[src/rtl/serv_mem_arbiter_if.sv]
// rtl/serv_mem_arbiter_if.sv - CPU ibus/dbus and memory-side Wishbone signals of the arbiter
interface serv_mem_arbiter_if;
    // instruction fetch port
    logic [31:0] i_ibus_adr;
    logic        i_ibus_cyc;
    logic [31:0] o_ibus_rdt;
    logic        o_ibus_ack;

    // data load/store port
    logic [31:0] i_dbus_adr;
    logic [31:0] i_dbus_dat;
    logic [3:0]  i_dbus_sel;
    logic        i_dbus_we;
    logic        i_dbus_cyc;
    logic [31:0] o_dbus_rdt;
    logic        o_dbus_ack;

    // memory-side Wishbone classic request and response
    logic [31:0] o_wb_adr;
    logic [31:0] o_wb_dat;
    logic [3:0]  o_wb_sel;
    logic        o_wb_we;
    logic        o_wb_cyc;
    logic [31:0] i_wb_rdt;
    logic        i_wb_ack;

    // arbiter view
    modport slave (
        input  i_ibus_adr, i_ibus_cyc,
        output o_ibus_rdt, o_ibus_ack,
        input  i_dbus_adr, i_dbus_dat, i_dbus_sel, i_dbus_we, i_dbus_cyc,
        output o_dbus_rdt, o_dbus_ack,
        output o_wb_adr, o_wb_dat, o_wb_sel, o_wb_we, o_wb_cyc,
        input  i_wb_rdt, i_wb_ack
    );

    // environment view: CPU masters and memory
    modport master (
        output i_ibus_adr, i_ibus_cyc,
        input  o_ibus_rdt, o_ibus_ack,
        output i_dbus_adr, i_dbus_dat, i_dbus_sel, i_dbus_we, i_dbus_cyc,
        input  o_dbus_rdt, o_dbus_ack,
        input  o_wb_adr, o_wb_dat, o_wb_sel, o_wb_we, o_wb_cyc,
        output i_wb_rdt, i_wb_ack
    );
endinterface

[src/rtl/serv_mem_arbiter.sv]
// rtl/serv_mem_arbiter.sv - two-master (ibus/dbus) to single Wishbone memory arbiter with timeout
module serv_mem_arbiter #(
    parameter int          TIMEOUT = 255,
    parameter logic [31:0] ERR_RDT = 32'h0000_0000
) (
    input  logic                clk,
    input  logic                i_rst_n,
    serv_mem_arbiter_if.slave   bus,
    output logic                o_timeout
);

    typedef enum logic [1:0] {
        IDLE = 2'd0,
        IBUS = 2'd1,
        DBUS = 2'd2,
        RESP = 2'd3
    } state_t;

    // last count value before a silent memory is abandoned
    localparam logic [15:0] CNT_LAST = 16'(TIMEOUT - 1);

    state_t      state;
    state_t      state_nxt;
    logic [15:0] cnt;
    logic        busy;
    logic        to_hit;
    logic        timed_out;
    logic        gnt_dbus;
    logic [31:0] rsp_rdt;
    logic [31:0] wb_adr;
    logic [31:0] wb_dat;
    logic [3:0]  wb_sel;
    logic        wb_we;

    assign busy   = (state == IBUS) || (state == DBUS);
    assign to_hit = busy && !bus.i_wb_ack && (cnt == CNT_LAST);

    // state register; reset always returns to IDLE, even mid-transfer
    always_ff @(posedge clk) begin
        if (!i_rst_n) begin
            state <= IDLE;
        end else begin
            state <= state_nxt;
        end
    end

    // next state: dbus has fixed priority, RESP is a single cycle
    always_comb begin
        state_nxt = state;
        case (state)
            IDLE: begin
                if (bus.i_dbus_cyc) begin
                    state_nxt = DBUS;
                end else if (bus.i_ibus_cyc) begin
                    state_nxt = IBUS;
                end
            end
            IBUS, DBUS: begin
                if (bus.i_wb_ack || to_hit) begin
                    state_nxt = RESP;
                end
            end
            RESP:    state_nxt = IDLE;
            default: state_nxt = IDLE;
        endcase
    end

    // wait counter and timeout flag; an ack in the final count cycle wins over timeout
    always_ff @(posedge clk) begin
        if (!i_rst_n) begin
            cnt       <= '0;
            timed_out <= 1'b0;
        end else begin
            if (!busy) begin
                cnt <= '0;
            end else if (!bus.i_wb_ack) begin
                cnt <= cnt + 16'd1;
            end
            if (busy && bus.i_wb_ack) begin
                timed_out <= 1'b0;
            end else if (to_hit) begin
                timed_out <= 1'b1;
            end
        end
    end

    // request fields latched at grant, response data latched at completion; not reset
    always_ff @(posedge clk) begin
        if (state == IDLE && state_nxt == DBUS) begin
            gnt_dbus <= 1'b1;
            wb_adr   <= bus.i_dbus_adr;
            wb_dat   <= bus.i_dbus_dat;
            wb_sel   <= bus.i_dbus_sel;
            wb_we    <= bus.i_dbus_we;
        end else if (state == IDLE && state_nxt == IBUS) begin
            gnt_dbus <= 1'b0;
            wb_adr   <= bus.i_ibus_adr;
            wb_dat   <= 32'h0000_0000;
            wb_sel   <= 4'hF;
            wb_we    <= 1'b0;
        end
        if (busy && bus.i_wb_ack) begin
            rsp_rdt <= bus.i_wb_rdt;
        end else if (to_hit) begin
            rsp_rdt <= ERR_RDT;
        end
    end

    // outputs decoded from state; only the acks are qualified by the granted master
    always_comb begin
        bus.o_wb_cyc   = busy;
        bus.o_ibus_ack = (state == RESP) && !gnt_dbus;
        bus.o_dbus_ack = (state == RESP) && gnt_dbus;
        o_timeout      = (state == RESP) && timed_out;
    end

    assign bus.o_wb_adr   = wb_adr;
    assign bus.o_wb_dat   = wb_dat;
    assign bus.o_wb_sel   = wb_sel;
    assign bus.o_wb_we    = wb_we;
    assign bus.o_ibus_rdt = rsp_rdt;
    assign bus.o_dbus_rdt = rsp_rdt;

endmodule

[src/flat_wrapper.sv]
// flat-port wrapper written by rule: the top's interface ports become plain ports
module serv_mem_arbiter_flat 
#(
    parameter int          TIMEOUT = 255,
    parameter logic [31:0] ERR_RDT = 32'h0000_0000
)
  (clk, i_rst_n, o_timeout, bus_i_ibus_adr, bus_i_ibus_cyc, bus_o_ibus_rdt, bus_o_ibus_ack, bus_i_dbus_adr, bus_i_dbus_dat, bus_i_dbus_sel, bus_i_dbus_we, bus_i_dbus_cyc, bus_o_dbus_rdt, bus_o_dbus_ack, bus_o_wb_adr, bus_o_wb_dat, bus_o_wb_sel, bus_o_wb_we, bus_o_wb_cyc, bus_i_wb_rdt, bus_i_wb_ack);
  serv_mem_arbiter_if bus_i ();
  input  logic clk;
  input  logic i_rst_n;
  output logic o_timeout;
  input wire logic [$bits(bus_i.i_ibus_adr)-1:0] bus_i_ibus_adr;
  input wire logic [$bits(bus_i.i_ibus_cyc)-1:0] bus_i_ibus_cyc;
  output wire logic [$bits(bus_i.o_ibus_rdt)-1:0] bus_o_ibus_rdt;
  output wire logic [$bits(bus_i.o_ibus_ack)-1:0] bus_o_ibus_ack;
  input wire logic [$bits(bus_i.i_dbus_adr)-1:0] bus_i_dbus_adr;
  input wire logic [$bits(bus_i.i_dbus_dat)-1:0] bus_i_dbus_dat;
  input wire logic [$bits(bus_i.i_dbus_sel)-1:0] bus_i_dbus_sel;
  input wire logic [$bits(bus_i.i_dbus_we)-1:0] bus_i_dbus_we;
  input wire logic [$bits(bus_i.i_dbus_cyc)-1:0] bus_i_dbus_cyc;
  output wire logic [$bits(bus_i.o_dbus_rdt)-1:0] bus_o_dbus_rdt;
  output wire logic [$bits(bus_i.o_dbus_ack)-1:0] bus_o_dbus_ack;
  output wire logic [$bits(bus_i.o_wb_adr)-1:0] bus_o_wb_adr;
  output wire logic [$bits(bus_i.o_wb_dat)-1:0] bus_o_wb_dat;
  output wire logic [$bits(bus_i.o_wb_sel)-1:0] bus_o_wb_sel;
  output wire logic [$bits(bus_i.o_wb_we)-1:0] bus_o_wb_we;
  output wire logic [$bits(bus_i.o_wb_cyc)-1:0] bus_o_wb_cyc;
  input wire logic [$bits(bus_i.i_wb_rdt)-1:0] bus_i_wb_rdt;
  input wire logic [$bits(bus_i.i_wb_ack)-1:0] bus_i_wb_ack;
  assign bus_i.i_ibus_adr = bus_i_ibus_adr;
  assign bus_i.i_ibus_cyc = bus_i_ibus_cyc;
  assign bus_o_ibus_rdt = bus_i.o_ibus_rdt;
  assign bus_o_ibus_ack = bus_i.o_ibus_ack;
  assign bus_i.i_dbus_adr = bus_i_dbus_adr;
  assign bus_i.i_dbus_dat = bus_i_dbus_dat;
  assign bus_i.i_dbus_sel = bus_i_dbus_sel;
  assign bus_i.i_dbus_we = bus_i_dbus_we;
  assign bus_i.i_dbus_cyc = bus_i_dbus_cyc;
  assign bus_o_dbus_rdt = bus_i.o_dbus_rdt;
  assign bus_o_dbus_ack = bus_i.o_dbus_ack;
  assign bus_o_wb_adr = bus_i.o_wb_adr;
  assign bus_o_wb_dat = bus_i.o_wb_dat;
  assign bus_o_wb_sel = bus_i.o_wb_sel;
  assign bus_o_wb_we = bus_i.o_wb_we;
  assign bus_o_wb_cyc = bus_i.o_wb_cyc;
  assign bus_i.i_wb_rdt = bus_i_wb_rdt;
  assign bus_i.i_wb_ack = bus_i_wb_ack;
  serv_mem_arbiter #(.TIMEOUT(TIMEOUT), .ERR_RDT(ERR_RDT)) u_core (.clk(clk), .i_rst_n(i_rst_n), .bus(bus_i), .o_timeout(o_timeout));
endmodule
[config.mk]
export PLATFORM = sky130hd
export DESIGN_NAME = serv_mem_arbiter_flat
export DESIGN_NICKNAME = d
export VERILOG_FILES = /design/src/rtl/serv_mem_arbiter_if.sv /design/src/rtl/serv_mem_arbiter.sv /design/src/flat_wrapper.sv
export SDC_FILE = /design/constraint.sdc
export NUM_CORES = 1
export LEC_CHECK = 0
export BUFFER_PORTS_ARGS = -buffer_cell sky130_fd_sc_hd__clkbuf_2
export CAP_MARGIN = 20
export CORE_MARGIN = 10
export CORE_UTILIZATION = 40
export CTS_CLUSTER_SIZE = 10
export DETAILED_ROUTE_END_ITERATION = 8
export GPL_ROUTABILITY_DRIVEN = 0
export PLACE_DENSITY = 0.76
export SYNTH_ARGS = -nofsm -noshare
export SYNTH_HDL_FRONTEND = slang
export SYNTH_SLANG_ARGS = --single-unit
[constraint.sdc]
create_clock -name clk -period 4 [get_ports clk]
set_input_delay 0.4 -clock clk [delete_from_list [all_inputs] [get_ports clk]]
set_output_delay 0.4 -clock clk [all_outputs]
set_load 0.005 [all_outputs]
======== Word-level counts from Yosys, hierarchy flattened ========
Cells that the tools add are included.
Widths: inputs -> output; s select.
storage, ports and cells
  register bits after elaboration ......... 121
  latch bits .............................. 0
  RAM bits ................................ 0
  bits in read-only memories .............. 0
  input port bits ......................... 138
  logic and storage cells ................. 49
  memories kept ........................... 0
cells by class
  $add $sub $neg .......................... 1
  $mul .................................... 0
  divide/modulo/power cells ............... 0
  magnitude comparators ................... 0
  equality and inequality tests ........... 6
  shifts and indexed selects .............. 0
  muxes and demuxes ....................... 14
  bitwise logic cells ..................... 1
  reduce and logical (&&, ||, !) cells .... 18
operator list
  operator               count
  $mux 32                6
  $add 16x1->16 const B  1
  $eq 16x8->1 const B    1
  $logic_and 1x1->1      8
  $mux 4                 2
  $eq 2x2->1 const B     3
  $mux 2                 3
  $pmux 2 s3             1
  $eq 2x1->1 const B     2
  $reduce_bool 2->1      2
  $reduce_or 2->1        2
  $logic_not 1->1        2
  $logic_not 2->1        1
  $logic_or 1x1->1       2
  $mux 1                 2
  $reduce_and 2->1       1
  $not 1->1              1

======== Logic depth before layout (Yosys ltp) ========
  depth in word-level cells ............... 11
  depth in mapped cells ................... 7
  depth with buffers taken out ............ 6

======== Worst setup path after synthesis ========
OpenSTA, ideal clock, no wires.
  kind .................................... register to register
  start point ............................. reg u_core.state[0]
  end point ............................... reg u_core.wb_adr[0] (netlist: u_core.bus.o_wb_adr[0]) (enable)
  arrival time ............................ 2,445 ps
  data required time ...................... 3,561 ps
  slack ................................... 1,116 ps
  stages on the path, launching flop included .. 4
  path buffers ............................ 0
  path through ............................ dfxtp_1 inv_1 ha_1 o31a_1
on the way
  word-level cells in the longest chain between the ends .. 10
RTL lines
  what                                         RTL line                                        text
  start, declared                              serv_mem_arbiter.sv:22                          state_t state;
  start signal, assigned                       serv_mem_arbiter.sv:43                          state <= state_nxt;
  $eq 2x1->1 or $eq 2x2->1 (tied branches)     serv_mem_arbiter.sv:35, serv_mem_arbiter.sv:50
  $logic_or 1x1->1                             serv_mem_arbiter.sv:35                          assign busy = (state == IBUS) || (state == DBUS);
  $logic_and 1x1->1 (2 in a row)               serv_mem_arbiter.sv:36                          assign to_hit = busy && !bus.i_wb_ack && (cnt == CNT_LAST);
  $logic_or 1x1->1                             serv_mem_arbiter.sv:59                          if (bus.i_wb_ack || to_hit) begin
  $mux 2                                       serv_mem_arbiter.sv:59
  $pmux 2 s3                                   serv_mem_arbiter.sv:50                          case (state)
  $eq 2x1->1 or $eq 2x2->1 (tied branches)     serv_mem_arbiter.sv:95, serv_mem_arbiter.sv:89
  $logic_and 1x1->1, on equally long branches  serv_mem_arbiter.sv:95, serv_mem_arbiter.sv:89
  $reduce_bool 2->1 (no line) (*)              n/a
  end signal, assigned                         serv_mem_arbiter.sv:91                          wb_adr <= bus.i_dbus_adr;
  end signal, assigned                         serv_mem_arbiter.sv:97                          wb_adr <= bus.i_ibus_adr;
  end, declared                                serv_mem_arbiter.sv:30                          logic [31:0] wb_adr;
Every way passes the cells marked *; elsewhere a longest branch is shown, timed or not.
A chain may end at the register's enable or synchronous reset.

======== Final worst setup path ========
  start point ............................. reg u_core.state[0]
  end point ............................... reg u_core.rsp_rdt[19] (netlist: u_core.bus.o_dbus_rdt[19]) (enable)
on the way
  word-level cells in the longest chain between the ends .. 5
RTL lines
  what                                      RTL line                 text
  $eq 2x1->1 or $eq 2x2->1 (tied branches)  serv_mem_arbiter.sv:35
  $logic_or 1x1->1 (*)                      serv_mem_arbiter.sv:35
  $logic_and 1x1->1 (2 in a row)            serv_mem_arbiter.sv:36
  $reduce_bool 2->1 (no line) (*)           n/a
  end signal, assigned                      serv_mem_arbiter.sv:103  rsp_rdt <= bus.i_wb_rdt;
  end, declared                             serv_mem_arbiter.sv:29   logic [31:0] rsp_rdt;
Marked as above.

==> flow_summary.json <==
{
  "status": "complete, no violations",
  "worstSetupPathType": "reg2reg",
  "power_density_mw_per_mm2": 509,
  "start_util": 0.409,
  "synth.most_common_cell": "edfxtp_1",
  "worst_setup_path_start_kind": "register",
  "htree_num_levels": 4,
  "diodes": 0,
  "num_rows": 41,
  "synth_common_cells": "edfxtp_1, and2_1, and3_1, buf_4, mux2_1",
  "synth_top_family_by_area": "simple AND/OR/NAND/NOR gates",
  "first_pass_iters": 4,
  "netlist_area_mm2": 0.00516,
  "cts_setup_buffers": 0,
  "final.setup.tns_ns": 0,
  "synth_xor_area_frac": 0.0220,
  "antenna_found_initial": 0,
  "nets": 762,
  "synthAdderAreaFrac": 0.00969,
  "routed_wirelength_mm": 14.0,
  "synthSimpleGateAreaFrac": 0.148,
  "synth_cell_type_count": 41,
  "fin_ws_ns": 1.71,
  "setup_viol": 0,
  "whs_ns": 0.246,
  "fin_cells": 805,
  "portBuffers": 274,
  "worstMarginPinSlew_ns": 0.929,
  "timing.rr.start": "u_core.state[0]$_SDFF_PN0_",
  "rrSetupSlack_ns": 1.71,
  "yosys.area.top_type": "edfxtp_1",
  "post-route-util": 0.558,
  "finalCriticalPeriod_ns": 2.29,
  "die-area_mm2": 0.0179,
  "io_pins": 275,
  "r2r.worst_path.cells": 8,
  "area_growth_pct": 36.3,
  "final_hold_viol_count": 0,
  "async_reset_ff_frac": 0,
  "min_period_over_period": 0.572,
  "die_w_um": 134,
  "gr-total-overflow": 0,
  "yosys-top-cells-area": "edfxtp_1, dfxtp_1, mux2_1, buf_4, and2_1",
  "synth_warnings": 0,
  "synth-edff-count": 101,
  "drive_above_1_share": 0.499,
  "synthCells": 371,
  "cts.root.buffer_cell": "clkbuf_16",
  "dp.cells": 773,
  "r2r-end": "u_core.bus.o_dbus_rdt[19]$_SDFFCE_PN0P_",
  "hold_start": "bus_i_dbus_sel[3]",
  "ys_seq_area_frac": 0.665,
  "synthMuxAreaShare": 0.0698,
  "via_per_inst": 4.59,
  "drt-initial-drc-count": 170,
  "regArea_mm2": 0.00343,
  "crit_required_ns": 4.06,
  "clk_pin_slew_ns": 0.05,
  "synth_fp_nets": 513,
  "whs_path_depth": 2,
  "cp_data_arrival_time_ns": 2.35,
  "max_freq_mhz": 437,
  "grt_pass1_vias": 4017,
  "die_y_um": 134,
  "postRouteAntennaNets": 0,
  "grt_max_degree": 70,
  "min-delay-path-class": "in2reg",
  "multi_input_area_mm2": 0.00141,
  "cap_viol_max_count": 0,
  "maxSlewHeadroom": 0.381,
  "rsz0062_at_grt": "no",
  "drc": 0,
  "vdd_drop_max_v": 0.000290,
  "numCtsBuffers": 17,
  "slew_viol_final": 0,
  "clock_sinks": 121,
  "dp_hpwl_mm": 11.1,
  "synth_top_cell_area_share": 0.587,
  "holdPathEnd": "u_core.bus.o_wb_sel[3]$_SDFFCE_PN1P_",
  "synthFlopType": "edfxtp_1",
  "grt_pass1_wl_mm": 21.4,
  "routedWlPerCell_um": 17.3,
  "syn_avg_cell_area_um2": 13.9,
  "cp-end-kind": "register",
  "postCtsResizedCells": 0,
  "critPathMaxFanout": 38,
  "cts_hold_buf": 0,
  "dp_slack_ns": 1.74,
  "synth_seq_cells": 121,
  "insertion_delay_ns": 0.41,
  "track_usage": 0.154,
  "core_mm2": 0.0126,
  "synth_compound_area_frac": 0.0228,
  "power_leakage_nw": 3.20,
  "clock_skew_ns": 0.00818,
  "clock_path_buffers": 2,
  "fillCellCount": 1077,
  "via_count": 3697,
  "cts_tree": "done"
}
-- routing by layer --
layer | global-route usage | part of all wire
met5 | 0 | 0
met3 | 0.0759 | 0.098
met4 | 0.0605 | 0.014
met2 | 0.276 | 0.53
met1 | 0.147 | 0.36
-- cell families (layout without fill, tap and decap cells) --
group           count (synthesis)  after routing
simple gates                  129            129
compound gates                 19             19
fa+ha+maj                       4              4
flops                         121            121
xor+xnor                       13             13
mux                            32             32
buf+inv                        53            315
-- report_power, final --
group / total, mW / leakage (nW) / internal, mW / switching (mW)
Sequential: 1.64 / 1.15 / 1.58 / 0.0593
Clock: 1.43 / 0.269 / 0.904 / 0.523
Combinational: 0.515 / 1.78 / 0.237 / 0.278
-- layout by cell type, fill, tap and decap left out, types with 2 or more instances in the layout --
cell	instances
clkbuf_2	274
edfxtp_1	101
and2_1	35
and3_1	33
mux2_1	32
dfxtp_1	20
nor2_1	17
clkbuf_16	17
nand2_1	10
xor2_1	9
a21oi_1	6
clkinv_2	6
nor2b_1	5
nand2b_1	5
inv_1	4
nand3_1	4
xnor2_1	4
ha_1	4
clkinvlp_4	4
buf_4	4
nor3_1	3
nor4_1	3
nand4_1	3
o21a_1	3
o21ai_0	3
or4_1	2
bufinv_16	2
-- layout make-up --
cell class	count	area share
sequential	121	0.488
clock buffer	18	0.0610
inverter	5	0.00267
timing repair buffer	278	0.199
clock inverter	14	0.0188
multi-input combinational	197	0.200
tap	172	0.0306
-- sequential cells by signal (all words and copies together) (netlist names) --
name                   cells
u_core.bus.o_dbus_rdt     32
u_core.bus.o_wb_adr       32
u_core.bus.o_wb_dat       32
u_core.cnt                16
u_core.bus.o_wb_sel        4
u_core.state               2
u_core.bus.o_wb_we         1
u_core.gnt_dbus            1
u_core.timed_out           1
-- worst max-delay path by stage --
stage / from / cells past startpoint / endpoint / slack (ns)
final: u_core.state[0]$_SDFF_PN0_ / 8 / u_core.bus.o_dbus_rdt[19]$_SDFFCE_PN0P_ / 1.71
after global routing: u_core.state[0]$_SDFF_PN0_ / 8 / u_core.bus.o_dbus_rdt[22]$_SDFFCE_PN0P_ / 1.49
after CTS: u_core.state[0]$_SDFF_PN0_ / 8 / u_core.bus.o_dbus_rdt[19]$_SDFFCE_PN0P_ / 1.72
after detailed placement: u_core.state[0]$_SDFF_PN0_ / 8 / u_core.bus.o_dbus_rdt[8]$_SDFFCE_PN0P_ / 1.74
after global placement: u_core.state[0]$_SDFF_PN0_ / 8 / u_core.bus.o_dbus_rdt[20]$_SDFFCE_PN0P_ / 1.79
after floorplan: u_core.state[0]$_SDFF_PN0_ / 3 / u_core.bus.o_wb_adr[0]$_DFFE_PP_ / 1.12
-- worst max-delay path, cell delays in order (launching register included) --
cell     delay, ns
dfxtp_1       0.45
inv_1         0.09
ha_1          0.28
buf_4         0.29
nand2_1       0.09
nor2_1        0.10
nand4_1       0.16
nand2_1       0.11
buf_4         0.36
-- metrics by stage --
step	cell area [um^2]	power, mW
finish	7040	3.58
global route	7040	3.75
CTS	7040	3.64
detailed placement	6480	2.20
global placement	6480	2.18
floorplan	5160	1.91
No activity file was read; power rests on OpenSTA's default activity.
